`src/rtl/sensor_hub.sv`:
```
// Multi-channel front-end for 40-bit DHT11-style sensor drivers: decodes one host
// request at a time and services per-channel continuous modes from a shared period tick.
module sensor_hub #(
  parameter int NUM_SENSORS        = 4,
  parameter int LOOP_PERIOD_CYCLES = 125000000,
  parameter int TIMEOUT_CYCLES     = 5000000
) (
  input  logic                      clock_i,
  input  logic                      reset_n_i,
  input  logic                      enable_i,
  input  logic [7:0]                request_command_i,
  input  logic [7:0]                request_address_i,
  output logic [NUM_SENSORS-1:0]    sensor_enable_o,
  input  logic [40*NUM_SENSORS-1:0] sensor_data_i,
  input  logic [NUM_SENSORS-1:0]    sensor_error_i,
  input  logic [NUM_SENSORS-1:0]    sensor_done_i,
  output logic                      busy_o,
  output logic                      dadosPodemSerEnviados_o,
  output logic [7:0]                response_command_o,
  output logic [7:0]                response_value_o,
  output logic [7:0]                response_address_o
);

  localparam int CW = (NUM_SENSORS > 1) ? $clog2(NUM_SENSORS) : 1;
  localparam int PW = $clog2(LOOP_PERIOD_CYCLES + 1);
  localparam int TW = $clog2(TIMEOUT_CYCLES + 1);

  localparam logic [7:0] CMD_CHECK  = 8'hAC;
  localparam logic [7:0] CMD_TEMP   = 8'h01;
  localparam logic [7:0] CMD_HUM    = 8'h02;
  localparam logic [7:0] CMD_LOOP_T = 8'h03;
  localparam logic [7:0] CMD_LOOP_H = 8'h04;
  localparam logic [7:0] CMD_STOP_T = 8'h05;
  localparam logic [7:0] CMD_STOP_H = 8'h06;

  typedef enum logic [1:0] {MODE_OFF, MODE_TEMP, MODE_HUM} mode_e;
  typedef enum logic [2:0] {S_IDLE, S_ISSUE, S_WAIT, S_DECIDE, S_SEND, S_COOLDOWN} state_e;

  state_e        state_q, state_d;
  mode_e         mode_q [NUM_SENSORS];
  mode_e         mode_d [NUM_SENSORS];
  logic [CW-1:0] ch_q, ch_d;
  logic [7:0]    addr_q, addr_d;
  logic [7:0]    cmd_q, cmd_d;
  logic [7:0]    pend_cmd_q, pend_cmd_d;
  logic [7:0]    pend_val_q, pend_val_d;
  logic          read_q, read_d;
  logic          sched_q, sched_d;
  logic          fault_q, fault_d;
  logic [7:0]    temp_q, temp_d;
  logic [7:0]    hum_q, hum_d;
  logic [TW-1:0] wait_cnt_q, wait_cnt_d;
  logic [PW-1:0] period_q, period_d;
  logic          tick_pending_q, tick_pending_d;
  logic          valid_q, valid_d;
  logic [7:0]    resp_cmd_q, resp_cmd_d;
  logic [7:0]    resp_val_q, resp_val_d;
  logic [7:0]    resp_addr_q, resp_addr_d;

  logic [39:0]          chan_data [NUM_SENSORS];
  logic [NUM_SENSORS-1:0] chan_on;
  logic [NUM_SENSORS-1:0] chan_sel;
  logic [CW-1:0]        first_on, next_on;
  logic                 next_found;
  logic                 en_phase;
  logic                 req_in_range;
  logic [CW-1:0]        req_ch;
  logic                 tick_clr;
  logic                 active_d;

  function automatic logic checksum_ok(input logic [39:0] d);
    logic [7:0] sum;
    sum = d[39:32] + d[31:24] + d[23:16] + d[15:8];
    return sum == d[7:0];
  endfunction

  // Driver enable spans ISSUE..SEND so the driver holds its data until the response is out.
  assign en_phase = read_q && (state_q == S_ISSUE || state_q == S_WAIT ||
                               state_q == S_DECIDE || state_q == S_SEND);

  genvar gi;
  generate
    for (gi = 0; gi < NUM_SENSORS; gi++) begin : g_chan
      assign chan_data[gi]       = sensor_data_i[40*gi +: 40];
      assign chan_on[gi]         = (mode_q[gi] != MODE_OFF);
      assign chan_sel[gi]        = (ch_q == CW'(gi));
      assign sensor_enable_o[gi] = en_phase && chan_sel[gi];
    end
  endgenerate

  assign req_in_range = ({24'd0, request_address_i} < 32'(NUM_SENSORS));
  assign req_ch       = request_address_i[CW-1:0];

  // Descending scan so the lowest qualifying index wins.
  always_comb begin
    first_on   = '0;
    next_on    = '0;
    next_found = 1'b0;
    for (int i = NUM_SENSORS - 1; i >= 0; i--) begin
      if (chan_on[i]) begin
        first_on = CW'(i);
        if (i > int'(ch_q)) begin
          next_on    = CW'(i);
          next_found = 1'b1;
        end
      end
    end
  end

  always_comb begin
    state_d        = state_q;
    mode_d         = mode_q;
    ch_d           = ch_q;
    addr_d         = addr_q;
    cmd_d          = cmd_q;
    pend_cmd_d     = pend_cmd_q;
    pend_val_d     = pend_val_q;
    read_d         = read_q;
    sched_d        = sched_q;
    fault_d        = fault_q;
    temp_d         = temp_q;
    hum_d          = hum_q;
    wait_cnt_d     = wait_cnt_q;
    resp_cmd_d     = resp_cmd_q;
    resp_val_d     = resp_val_q;
    resp_addr_d    = resp_addr_q;
    valid_d        = 1'b0;
    tick_clr       = 1'b0;
    period_d       = period_q;
    tick_pending_d = tick_pending_q;
    active_d       = 1'b0;

    case (state_q)
      S_IDLE: begin
        if (enable_i) begin
          addr_d  = request_address_i;
          cmd_d   = request_command_i;
          sched_d = 1'b0;
          read_d  = 1'b0;
          state_d = S_DECIDE;
          if (!req_in_range) begin
            pend_cmd_d = 8'hFD;
            pend_val_d = 8'hFD;
          end else begin
            ch_d = req_ch;
            case (request_command_i)
              CMD_CHECK, CMD_TEMP, CMD_HUM: begin
                if (mode_q[req_ch] != MODE_OFF) begin
                  pend_cmd_d = 8'hFF;
                  pend_val_d = 8'hFF;
                end else begin
                  read_d  = 1'b1;
                  state_d = S_ISSUE;
                end
              end
              CMD_LOOP_T: begin
                mode_d[req_ch] = MODE_TEMP;
                state_d        = S_IDLE;
              end
              CMD_LOOP_H: begin
                mode_d[req_ch] = MODE_HUM;
                state_d        = S_IDLE;
              end
              CMD_STOP_T: begin
                if (mode_q[req_ch] == MODE_TEMP) begin
                  mode_d[req_ch] = MODE_OFF;
                  pend_cmd_d     = 8'h0A;
                  pend_val_d     = 8'h0A;
                end else begin
                  pend_cmd_d = 8'hAA;
                  pend_val_d = 8'hAA;
                end
              end
              CMD_STOP_H: begin
                if (mode_q[req_ch] == MODE_HUM) begin
                  mode_d[req_ch] = MODE_OFF;
                  pend_cmd_d     = 8'h0B;
                  pend_val_d     = 8'h0B;
                end else begin
                  pend_cmd_d = 8'hAA;
                  pend_val_d = 8'hAA;
                end
              end
              default: begin
                pend_cmd_d = 8'h45;
                pend_val_d = 8'h45;
              end
            endcase
          end
        end else if (tick_pending_q) begin
          ch_d    = first_on;
          addr_d  = 8'(first_on);
          sched_d = 1'b1;
          read_d  = 1'b1;
          state_d = S_ISSUE;
        end
      end

      S_ISSUE: begin
        wait_cnt_d = '0;
        state_d    = S_WAIT;
      end

      S_WAIT: begin
        if (sensor_done_i[ch_q]) begin
          temp_d  = chan_data[ch_q][23:16];
          hum_d   = chan_data[ch_q][39:32];
          fault_d = sensor_error_i[ch_q] || !checksum_ok(chan_data[ch_q]);
          state_d = S_DECIDE;
        end else if (wait_cnt_q == TW'(TIMEOUT_CYCLES - 1)) begin
          fault_d = 1'b1;
          state_d = S_DECIDE;
        end else begin
          wait_cnt_d = wait_cnt_q + 1'b1;
        end
      end

      S_DECIDE: begin
        valid_d     = 1'b1;
        resp_addr_d = addr_q;
        state_d     = S_SEND;
        if (!read_q) begin
          resp_cmd_d = pend_cmd_q;
          resp_val_d = pend_val_q;
        end else if (fault_q) begin
          resp_cmd_d = 8'h1F;
          resp_val_d = 8'h1F;
        end else if (sched_q) begin
          if (mode_q[ch_q] == MODE_TEMP) begin
            resp_cmd_d = 8'h0D;
            resp_val_d = temp_q;
          end else begin
            resp_cmd_d = 8'h0E;
            resp_val_d = hum_q;
          end
        end else begin
          case (cmd_q)
            CMD_TEMP: begin
              resp_cmd_d = 8'h09;
              resp_val_d = temp_q;
            end
            CMD_HUM: begin
              resp_cmd_d = 8'h08;
              resp_val_d = hum_q;
            end
            default: begin
              resp_cmd_d = 8'h07;
              resp_val_d = 8'h07;
            end
          endcase
        end
      end

      S_SEND: begin
        state_d = read_q ? S_COOLDOWN : S_IDLE;
      end

      S_COOLDOWN: begin
        if (sched_q && next_found) begin
          ch_d    = next_on;
          addr_d  = 8'(next_on);
          state_d = S_ISSUE;
        end else begin
          tick_clr = sched_q;
          sched_d  = 1'b0;
          state_d  = S_IDLE;
        end
      end

      default: state_d = S_IDLE;
    endcase

    // Period counter runs only while some channel is in a continuous mode.
    for (int i = 0; i < NUM_SENSORS; i++) begin
      if (mode_d[i] != MODE_OFF) active_d = 1'b1;
    end
    if (!active_d) begin
      period_d       = '0;
      tick_pending_d = 1'b0;
    end else begin
      if (tick_clr) tick_pending_d = 1'b0;
      if (period_q == PW'(LOOP_PERIOD_CYCLES - 1)) begin
        period_d       = '0;
        tick_pending_d = 1'b1;
      end else begin
        period_d = period_q + 1'b1;
      end
    end
  end

  always_ff @(posedge clock_i) begin
    if (!reset_n_i) begin
      state_q        <= S_IDLE;
      for (int i = 0; i < NUM_SENSORS; i++) mode_q[i] <= MODE_OFF;
      ch_q           <= '0;
      addr_q         <= '0;
      cmd_q          <= '0;
      pend_cmd_q     <= '0;
      pend_val_q     <= '0;
      read_q         <= 1'b0;
      sched_q        <= 1'b0;
      fault_q        <= 1'b0;
      temp_q         <= '0;
      hum_q          <= '0;
      wait_cnt_q     <= '0;
      period_q       <= '0;
      tick_pending_q <= 1'b0;
      valid_q        <= 1'b0;
      resp_cmd_q     <= '0;
      resp_val_q     <= '0;
      resp_addr_q    <= '0;
    end else begin
      state_q        <= state_d;
      mode_q         <= mode_d;
      ch_q           <= ch_d;
      addr_q         <= addr_d;
      cmd_q          <= cmd_d;
      pend_cmd_q     <= pend_cmd_d;
      pend_val_q     <= pend_val_d;
      read_q         <= read_d;
      sched_q        <= sched_d;
      fault_q        <= fault_d;
      temp_q         <= temp_d;
      hum_q          <= hum_d;
      wait_cnt_q     <= wait_cnt_d;
      period_q       <= period_d;
      tick_pending_q <= tick_pending_d;
      valid_q        <= valid_d;
      resp_cmd_q     <= resp_cmd_d;
      resp_val_q     <= resp_val_d;
      resp_addr_q    <= resp_addr_d;
    end
  end

  assign busy_o                  = (state_q != S_IDLE);
  assign dadosPodemSerEnviados_o = valid_q;
  assign response_command_o      = resp_cmd_q;
  assign response_value_o        = resp_val_q;
  assign response_address_o      = resp_addr_q;

endmodule

```
`config.mk`:
```
export PLATFORM = sky130hd
export DESIGN_NAME = sensor_hub
export DESIGN_NICKNAME = d
export VERILOG_FILES = /design/src/rtl/sensor_hub.sv
export SDC_FILE = /design/constraint.sdc
export NUM_CORES = 1
export LEC_CHECK = 0
export ABC_AREA = 1
export CAP_MARGIN = 30
export CORE_MARGIN = 2
export CORE_UTILIZATION = 38
export CTS_CLUSTER_SIZE = 12
export DETAILED_ROUTE_END_ITERATION = 6
export PLACE_DENSITY_LB_ADDON = 0.3
export SYNTH_ARGS = -nofsm -noshare
export SYNTH_HDL_FRONTEND = slang
export SYNTH_SLANG_ARGS = --single-unit
```
`constraint.sdc`:
```
create_clock -name clock_i -period 5.4 [get_ports clock_i]
set_input_delay 0.54 -clock clock_i [delete_from_list [all_inputs] [get_ports clock_i]]
set_output_delay 0.54 -clock clock_i [all_outputs]
set_load 0.01 [all_outputs]
```
Word level (Yosys, flattened, before mapping)
Index checks and enable logic that the tools add are counted.
- register bits after elaboration: 132
- memories kept: 0
- latch bits: 0
- memory bits (read-only): 0
- bits in writable memories: 0
- input bits: 187
- logic and storage cells: 214
- output and inout bits: 30
- add/subtract/negate cells: 5
- equality and inequality tests: 32
- bitwise operators: 12
- divide/modulo/power cells: 0
- shift operators: 0
- $mul: 0
- mux-type cells: 93
- magnitude comparators: 8
- reductions and logical operators: 43
- operators with widths (cell ; number):
    $mux W8 ; 19
    $bmux W40 S2 ; 1
    $mux W40 ; 2
    $pmux W8 S4 ; 2
    $mux W23 ; 2
    $pmux W23 S2 ; 1
    $mux W2 ; 22
    $pmux W8 S2 ; 2
    $reduce_bool A2 Y1 ; 14
    $add A27 B1 Y27 const B ; 1
    $eq A27 B27 Y1 const B ; 1
    $mux W1 ; 27
    $add A8 B8 Y8 ; 3
    $eq A8 B2 Y1 const B ; 3
    $eq A8 B3 Y1 const B ; 3
    $add A23 B1 Y23 const B ; 1
    $eq A23 B23 Y1 const B ; 1
    $pmux W3 S6 ; 1
    $eq A8 B1 Y1 const B ; 2
    $mux W3 ; 5
    $reduce_and A2 Y1 ; 6
    $ne A2 B2 Y1 const B ; 5
    $ne A3 B3 Y1 const B ; 3
    $reduce_and A3 Y1 ; 3
    other kinds (36) ; 63

Longest topological paths before layout
- word-level depth: 19
- mapped depth: 25
- depth with buffers taken out: 24

Least setup slack after synthesis
Ideal clock, no wire load.
- path kind: register to register
- start point: reg ch_q[0]
- end point: reg fault_q
- data arrival time: 4.064 ns
- cell stages (with the launch flop): 25
- period minus slack after synthesis: 4.172 ns
- required time: 5.291 ns
- buffers on the path: 3
- path slack: 1.228 ns
- setup time: 0.109 ns
- path through: dfxtp_1 nor2_2 buf_4 buf_6 clkbuf_1 a22o_1 a221oi_1 fa_1 fa_1 inv_1 ha_1 fa_1 nand3_1 nand2_1 nand2_1 nand2_1 a21oi_1 nand3b_1 nand2_1 nand2_1 nand2_1 nand2_1 nand3_1 nand2_1 inv_1
- word-level cells in the longest chain between the ends: 11
- elaborated cells between the ends (all ways): 17
- classes of those cells: 3 x add/sub; 1 x eq/ne; 8 x mux; 1 x bitwise; 4 x reduce/logical
- RTL lines (what ; RTL line ; text):
    start, declared ; 42 ; logic [CW-1:0] ch_q, ch_d;
    start signal, assigned ; 315 ; ch_q <= ch_d;
    $not A2 Y3 (not written as such) ; 208 ; fault_d = sensor_error_i[ch_q] || !checksum_ok(chan_data[ch_q]);
    $bmux W40 S2 ; 208 ;
    $mux W40 (not written as such) (2 in a row) ; 208 ;
    $add A8 B8 Y8 (3 in a row) ; 73 ; sum = d[39:32] + d[31:24] + d[23:16] + d[15:8];
    $eq A8 B8 Y1 ; 74 ; return sum == d[7:0];
    $logic_not A1 Y1 ; 208 ;
    $logic_or A1 B1 Y1 ; 208 ;
    $mux W1 ; 205 ; if (sensor_done_i[ch_q]) begin
    end signal, assigned ; 322 ; fault_q <= fault_d;
    end, declared ; 49 ; logic fault_q, fault_d;
Parallel ways exist; a longest one is shown, timed or not. The select of a mux whose other input is x is not followed.
A chain may end at the register's enable or synchronous reset.

Worst setup path after layout
Ends and elaborated chain as after synthesis.

==> results.cfg <==
[setup_path]
cp_cell_sequence = nor2_4 -> clkinv_2 -> o22ai_1 -> nor2_1 -> o21ai_0 -> fa_1 -> fa_1 -> inv_1 -> ha_1 -> fa_1 -> nand3_1 -> nand2_1 -> nand2_1 -> nand2_1 -> a21oi_1 -> nand3b_1 -> nand2_1 -> nand2_1 -> nand2_1 -> nand2_1 -> nand3_1 -> nand2_1 -> inv_1
crit_type = reg2reg
path_common_cell = nand2_1
worst_setup_path_start_kind = flip-flop
cp-end-kind = flip-flop
crit_family = adder cells
crit_slowest_cell = fa_1
max_stage_delay_ns = 0.51
crit_buf_inv = 3
crit_arrival_ns = 4.70
crit_required_ns = 5.72
critPathMaxFanout = 22

[synth]
syn-num-nets = 1373
synth_seq_area_share = 0.3082
synth_ff_type = dfxtp_1
ys_warn_count = 0
syn-cell-area_um2 = 8378
ys_ff_latch = 129
synth-edff-count = 0
syn_area_per_cell_um2 = 7.204
yosysUniqueCellTypes = 63
async_flop_share = 0
synthCells = 1163

[timing]
worst_slew_pin_slew_ns = 0.8495
fmax_mhz = 228.2
rsz0062_at_grt = no
setup-tns-final_ns = 0
slew_headroom = 0.4290
period_needed_ns = 4.381
finalCritPeriodShare = 0.8114
setup_viol = 0
clock_skew_ns = 0.01120
maxSlewViolCount = 0
report.final.hold_viol_count = 0

[grt]
track_usage = 0.2362
grt_pass1_vias = 8804
grt_antenna_before_repair = 0
grt_pass1_wl_mm = 44.69
grt_max_degree = 57
grt_overflow = 0

[worst_hold_path]
holdCritPathClass = reg2reg

[pwr]
power_mw = 5.214
internal-power_mw = 3.004
p_leak_nw = 4.290
swShare = 0.4240
clkPwrFrac = 0.231
vdd_drop_max_mv = 0.4127
switchingPower_mw = 2.211
power_density_nw_per_um2 = 459.0
combPwrFrac = 0.539
pwr-share-seq = 0.229

[drt]
wl_per_cell_um = 16.51
drt-initial-drc-count = 752
vias_per_cell = 5.327
final_antenna_net_count = 0
wl_mm = 27.41
drc = 0
firstDrtPassIters = 5
vias = 8842

[clock_tree]
clk_path_buf_depth = 2
cts_root_buf = clkbuf_16
clkTransAtPathRegs_ns = 0.06
insertion_delay_ns = 0.42
cts_hold_buf = 0
htree_levels = 4
cts_tree = built
post_cts_resized = 0
cts_made_buffers = 17
clkSinkCount = 129
postCtsSetupRepairBufs = 0

[floorplan]
initial_core_util = 0.3851
die_y_um = 152.5
io_pins = 217
core_um2 = 21760
num_rows = 54
die_area_um2 = 23250
fp.dieW_um = 152.5

[layout]
multi_input_area_um2 = 5134
regArea_um2 = 2582
final_util = 0.5221
mostFrequentLayoutCells = clkdlybuf4s50_1 (215), nand2_1 (208), nor2_1 (137)
syn2layout_area_growth_pct = 35.59
diodes = 0
layout.nets = 1577
final_cell_area_um2 = 11360
fillerInstances = 2124
final_common_cell = clkdlybuf4s50_1
layout-drive-gt1-share = 0.09710

[placement]
place.gp.congestion = 0.9354
numPortBuffers = 216
place_hpwl_mm = 21.57
postPlaceCellArea_um2 = 10730

[run_status]
status = complete, no violations

[job]
max_cap_violations = 0
[registers in the layout, indices dropped and copies added (netlist names), 3 cells and up]
register,count
period_q,27
response_command_o,7
pend_val_q,6
state_q,3
response_address_o,8
mode_q,8
hum_q,8
temp_q,8
response_value_o,8
addr_q,8
cmd_q,8
wait_cnt_q,23
[per-layer routing]
layer  wire length, um  global-route usage  vias up
li1                  -                   -     4358
met1             11970              0.2975     4126
met2             13010              0.4000      298
met3              1593             0.05063       60
met4               831             0.08422        0
met5                 0                   0        -
[path summary, 6_finish.rpt]
| check | from | cells after the start | end | slack (ns) |
|---|---|---|---|---|
| worst min-delay path | period_q[0] | 1 | period_q[0] | 0.44 |
| worst max-delay path | ch_q[0] | 23 | fault_q | 1.02 |
| worst max register to register | ch_q[0] | 23 | fault_q | 1.02 |
| worst min register to register | period_q[0] | 1 | period_q[0] | 0.44 |
[power by group through the flow]
stage	combinational (mW)	sequential [mW]	clock (mW)
2_1_floorplan	2.05	1.19	0
3_3_place_gp	2.75	1.21	0
3_5_place_dp	2.78	1.21	0
4_1_cts	2.81	1.19	1.22
5_1_grt	3.20	1.21	1.27
6_report	2.81	1.20	1.21
[final cells by class]
cell class,count,area share
repair buffers,224,0.1952
clock buffers,18,0.03866
flip-flops and latches,129,0.2273
multi-input cells,874,0.4519
inverters,121,0.04031
clock inverters,14,0.01575
well taps,280,0.03084
[kinds of logic (layout without fill, tap and decap cells)]
family          after synthesis  count (layout)  share of synthesized area
compound gates              284             284                     0.2080
xor+xnor                     42              42                    0.04391
fa+ha+maj                    23              23                    0.04689
buf+inv                     160             377                    0.08020
flops                       129             129                     0.3082
simple gates                525             525                     0.3127
[synth_stat cells (all sizes together), types with 2 or more instances]
master,count,area share
o211a,3,0.0036
xor2,24,0.025
clkinv,3,0.0015
o22ai,7,0.0052
ha,9,0.013
o211ai,2,0.0018
clkbuf,22,0.0099
nor4,12,0.010
o22a,4,0.0042
nand2,225,0.11
nor3b,3,0.0040
a22o,16,0.017
or2,2,0.0015
xnor2,18,0.019
nand3,66,0.046
nand3b,2,0.0018
o21ai,92,0.055
a221oi,16,0.019
o221ai,5,0.0052
a31oi,5,0.0037
fa,14,0.033
a21oi,95,0.058
and3,3,0.0024
nand4,19,0.015
inv,118,0.053
buf,17,0.016
a211oi,3,0.0027
a22oi,25,0.022
dfxtp,129,0.31
nor2,172,0.11
o31ai,4,0.0036
nor3,21,0.015
[per-stage QoR]
stage          worst slack, ns  hold WS (ns)  cells
2_1_floorplan            1.228        0.4174   1163
3_5_place_dp             1.030        0.4400   1627
3_3_place_gp             1.100        0.4308   1627
4_1_cts                  1.020        0.4525   1659
6_report                 1.019        0.4437   1660
5_1_grt                 0.7029        0.4752   1660
Note: power is estimated with default switching activity, not from simulation.
